<file path="src/rtl/interval_seq_pkg.sv">
// Shared state encoding for the interval sequencer.
package interval_seq_pkg;

    typedef enum logic [1:0] {
        IDLE = 2'd0,
        ON   = 2'd1,
        OFF  = 2'd2,
        DONE = 2'd3
    } state_t;

endpackage

</file>
<file path="src/rtl/seq_down_counter.sv">
// Loadable phase timer: counts down to zero while enabled, then holds at zero.
module seq_down_counter #(
    parameter int WIDTH = 8
) (
    input  logic             clk,
    input  logic             reset,
    input  logic             load,
    input  logic [WIDTH-1:0] load_val,
    input  logic             en,
    output logic             zero
);

    logic [WIDTH-1:0] count;

    always_ff @(posedge clk) begin
        if (reset)
            count <= '0;
        else if (load)
            count <= load_val;
        else if (en && count != '0)
            count <= count - 1'b1;
    end

    assign zero = (count == '0);

endmodule

</file>
<file path="src/rtl/interval_sequencer.sv">
// ON/OFF waveform sequencer repeating `reps` periods, then pulsing done.
// Optional pause input (freezes the running phase) is enabled by SEQ_PAUSE_EN.
module interval_sequencer
    import interval_seq_pkg::*;
#(
    parameter int WIDTH = 8,
    parameter int REPW  = 4
) (
    input  logic             clk,
    input  logic             reset,
    input  logic             start,
    input  logic             abort,
`ifdef SEQ_PAUSE_EN
    input  logic             pause,
`endif
    input  logic [WIDTH-1:0] t_on,
    input  logic [WIDTH-1:0] t_off,
    input  logic [REPW-1:0]  reps,
    output logic             out_level,
    output logic             busy,
    output logic             done,
    output logic [REPW-1:0]  rep_cnt
);

    state_t           state, state_nx;
    logic [WIDTH-1:0] t_on_q, t_off_q;
    logic [REPW-1:0]  reps_q;
    logic [REPW:0]    rep_next;
    logic             last_rep;
    logic             launch, rep_inc, hold;
    logic             ctr_load, ctr_en, ctr_zero;
    logic [WIDTH-1:0] ctr_val;

`ifdef SEQ_PAUSE_EN
    assign hold = pause;
`else
    assign hold = 1'b0;
`endif

    // A zero-length phase still occupies one cycle, so the timer gets max(t,1)-1.
    function automatic logic [WIDTH-1:0] phase_load(input logic [WIDTH-1:0] t);
        return (t == '0) ? '0 : t - 1'b1;
    endfunction

    assign rep_next = {1'b0, rep_cnt} + (REPW+1)'(1);
    assign last_rep = (rep_next >= {1'b0, reps_q});

    always_comb begin
        state_nx = state;
        launch   = 1'b0;
        rep_inc  = 1'b0;
        ctr_load = 1'b0;
        ctr_en   = 1'b0;
        ctr_val  = phase_load(t_on_q);
        case (state)
            IDLE: begin
                if (start && !abort) begin
                    launch = 1'b1;
                    if (reps == '0) begin
                        state_nx = DONE;
                    end else begin
                        state_nx = ON;
                        ctr_load = 1'b1;
                        ctr_val  = phase_load(t_on);
                    end
                end
            end
            ON: begin
                if (abort) begin
                    state_nx = IDLE;
                end else if (!hold) begin
                    ctr_en = 1'b1;
                    if (ctr_zero) begin
                        state_nx = OFF;
                        ctr_load = 1'b1;
                        ctr_val  = phase_load(t_off_q);
                    end
                end
            end
            OFF: begin
                if (abort) begin
                    state_nx = IDLE;
                end else if (!hold) begin
                    ctr_en = 1'b1;
                    if (ctr_zero) begin
                        rep_inc = 1'b1;
                        if (last_rep) begin
                            state_nx = DONE;
                        end else begin
                            state_nx = ON;
                            ctr_load = 1'b1;
                        end
                    end
                end
            end
            DONE: state_nx = IDLE;
            default: state_nx = IDLE;
        endcase
    end

    always_ff @(posedge clk) begin
        if (reset)
            state <= IDLE;
        else
            state <= state_nx;
    end

    // Launch parameters are held here so input changes mid-sequence are ignored.
    always_ff @(posedge clk) begin
        if (reset) begin
            t_on_q  <= '0;
            t_off_q <= '0;
            reps_q  <= '0;
            rep_cnt <= '0;
        end else if (launch) begin
            t_on_q  <= t_on;
            t_off_q <= t_off;
            reps_q  <= reps;
            rep_cnt <= '0;
        end else if (rep_inc) begin
            rep_cnt <= rep_next[REPW-1:0];
        end
    end

    seq_down_counter #(.WIDTH(WIDTH)) u_timer (
        .clk      (clk),
        .reset    (reset),
        .load     (ctr_load),
        .load_val (ctr_val),
        .en       (ctr_en),
        .zero     (ctr_zero)
    );

    assign out_level = (state == ON);
    assign busy      = (state == ON) || (state == OFF);
    assign done      = (state == DONE);

endmodule

</file>
<file path="config.mk">
export PLATFORM = sky130hd
export DESIGN_NAME = interval_sequencer
export DESIGN_NICKNAME = d
export VERILOG_FILES = /design/src/rtl/interval_seq_pkg.sv /design/src/rtl/seq_down_counter.sv /design/src/rtl/interval_sequencer.sv
export SDC_FILE = /design/constraint.sdc
export NUM_CORES = 1
export LEC_CHECK = 0
export ABC_CLOCK_PERIOD_IN_PS = 2000
export CORE_MARGIN = 2
export CORE_UTILIZATION = 49
export CTS_CLUSTER_SIZE = 24
export DETAILED_ROUTE_END_ITERATION = 12
export PLACE_DENSITY = 0.83
export SYNTH_ARGS = -nofsm -noshare
export SYNTH_HDL_FRONTEND = slang
export SYNTH_SLANG_ARGS = --single-unit
</file>
<file path="constraint.sdc">
create_clock -name clk -period 2 [get_ports clk]
set_input_delay 0.3 -clock clk [delete_from_list [all_inputs] [get_ports clk]]
set_output_delay 0.3 -clock clk [all_outputs]
set_load 0.02 [all_outputs]
</file>
==> results of run 1 <==
per-layer routing:
layer	wire [um]	vias up
met4	186	0
li1	-	1194
met5	0	-
met1	2720	1157
met2	3550	75
met3	313	20
power groups by stage:
| stage | clock network [uW] | registers, uW | logic (uW) |
|---|---|---|---|
| floorplan | 0 | 944 | 1090 |
| global placement | 0 | 944 | 1700 |
| detailed placement | 0 | 950 | 1750 |
| CTS | 485 | 938 | 1870 |
| global route | 520 | 963 | 2180 |
| finish | 481 | 951 | 2010 |
cells by family after synthesis:
group | synth area share
compound gates | 0.200
flops | 0.306
fa+ha+maj | 0.0789
simple gates | 0.265
buf+inv | 0.0524
mux | 0.0180
xor+xnor | 0.0789
per-stage QoR:
stage,power (uW),instances,util
finish,3440,427,0.759
global route,3660,427,0.759
CTS,3290,423,0.726
detailed placement,2700,414,0.679
global placement,2640,414,0.679
floorplan,2040,288,-
area by class of cell:
type | count | area (sq um) | area share
Timing Repair Buffer | 91 | 786 | 0.238
Inverter | 19 | 71.3 | 0.0216
Multi-Input combinational cell | 224 | 1620 | 0.489
Sequential cell | 34 | 689 | 0.209
Tap cell | 52 | 65.1 | 0.0197
Clock buffer | 7 | 76.3 | 0.0231
cell usage in the layout, fill, tap and decap left out, types with 4 or more instances in the layout:
cell / instances
nand2_1: 46
ha_1: 8
dfxtp_2: 4
xnor2_1: 12
buf_4: 54
nor2_1: 21
inv_1: 16
a21oi_1: 30
a211oi_1: 5
nor4_1: 4
dfxtp_1: 29
mux2i_1: 4
nor3_1: 12
a211oi_2: 6
clkdlybuf4s50_1: 25
ha_4: 4
buf_6: 7
clkbuf_8: 5
nand4_1: 4
xor2_1: 6
nand3_1: 4
path summary, 6_finish.rpt:
| check | end | cells after the start | start | slack (ps) |
|---|---|---|---|---|
| worst min-delay path | t_on_q[1] | 3 | t_on[1] | 440 |
| worst min register to register | reps_q[1] | 2 | reps_q[1] | 460 |
| worst max register to register | u_timer.count[5] | 8 | t_off_q[0] | -150 |
| worst max-delay path | u_timer.count[5] | 8 | t_off_q[0] | -150 |
critical path, cell delays in order (launching register included):
cell,delay (ps)
dfxtp_2,320
inv_2,60
ha_4,130
or4b_4,460
or4_4,460
nand3_4,140
o221ai_1,150
nor2_1,230
a211oi_2,80
state kept, by name, indices dropped and copies added (netlist names):
register and cells:
state 2, rep_cnt 4, reps_q 4, u_timer.count 8, t_off_q 8, t_on_q 8
what timing repair did:
item                       in CTS  in global routing
pin swaps                      10                 17
buffers inserted                2                  5
hold endpoints to repair        0                  0
gates cloned                    0                  0
setup endpoints to repair       8                 12
gates resized for setup        28                 27
==> metrics, run 1 <==
row cnt 24; top post-synthesis cells by area dfxtp_1 (31%), ha_1 (7.9%), nand2_1 (7.8%), a21oi_1 (7.0%), xnor2_1 (5.1%); RSZ-0062 raised after global routing yes; Worst Skew 3.62 ps; layout cells sized above 1 0.296; Internal Dissipation 2040 uW; pin count of the biggest net entering global routing 35; failing checks negative setup slack; Seq cells post-synth 34; syn_nets 326; fin crit period 2150 ps; via count 2,446; setup TNS -431 ps; die height 71.3 um; Initial Util 0.510; PwrDens 1040 mW/mm^2; first-pass iteration count of the detailed router 4; Critical Path Source Type flip-flop; pin slew with the least headroom to its limit 568 ps; Antenna Nets Post-Route 0; FFs w/ async S/R, synth 0; I/O Buffers 30; number of global-route vias before repair 2,401; Yosys top cell area share 0.306; WP data required 2160 ps; Synth top cells by count nand2_1 (46), dfxtp_1 (34), a21oi_1 (31), nor2_1 (21), inv_1 (19); post-route cell area 0.00330 sq mm; number of synthesized flops with an enable pin 0; fin crit share 1.08; met3 GRT Util 0.0549; GP Congestion 0.933; CP Capture Type flip-flop; GR peak layer met2; share of the yosys chip area belonging to registers 0.306; met1 usage 0.312; wire length per cell 15.9 um; outcome finished with violations; part of the power in registers 0.276; worst skew pair latency 290 ps; Hold/Removal Path Class in2reg; DRT Wirelength 6770 um; synth-to-layout area growth 48.7%; Clk pwr share 0.140; Slew HR 0.618; FMAX 465 MHz; worst setup path class reg2reg; IO Pins 31; Place WS -475 ps; final worst slack -151 ps; Mapped Area 0.00222 sq mm; Die W 71.3 um; Clock Pin Slew Worst Setup and Hold Paths 70 ps; Data arrival, critical path 2310 ps; Synth Instances 288; crit path max fanout 8; first-pass GRT wire length 10,500 um; count leader, synth nand2_1; Tot GR Track Use 0.259; max_cap viols 0; Cell Area, Placed 0.00296 sq mm; post-synthesis cell type with the largest combined area dfxtp_1; Fin. Hold Viols 0; CTS Hold Bufs 0; switching portion of total power 0.408; Gate power share 0.584; Max Slew Vio Count 0; met2 global-route usage 0.460; remaining global-route overflow 0; vias per cell 5.73; Die ar. 0.00509 sq mm; synth unique cells 43; CTS tree built; Min Hold Slack 444 ps; initial antenna violation count 0; DPL Wire Length 4640 um; Syn Area/Cell 7.71 sq um; FILL cells 312; n_diodes 0; ys flop type dfxtp_1; CTS root buf clkbuf_8; Worst VDD drop 0.000591 V; cts bufs inserted 5; P_leak 0.00134 uW; Syn. warnings 0; Net Sw Power 1400 uW; Max H-tree Level 2; clock sink count 34; Final Net Count 413; setup violators final 7; Core ar. 0.00435 sq mm; DRT iter0 DRCs 138; drt drc 0; Clock Path Buffers 2
No activity file was read; power rests on OpenSTA's default activity.
==> inputs of run 2 (changes only) <==
CAP_MARGIN = 20   (was unset)
==> results of run 2 <==
Final layout, timing and power as in run 1 (identical DEF).
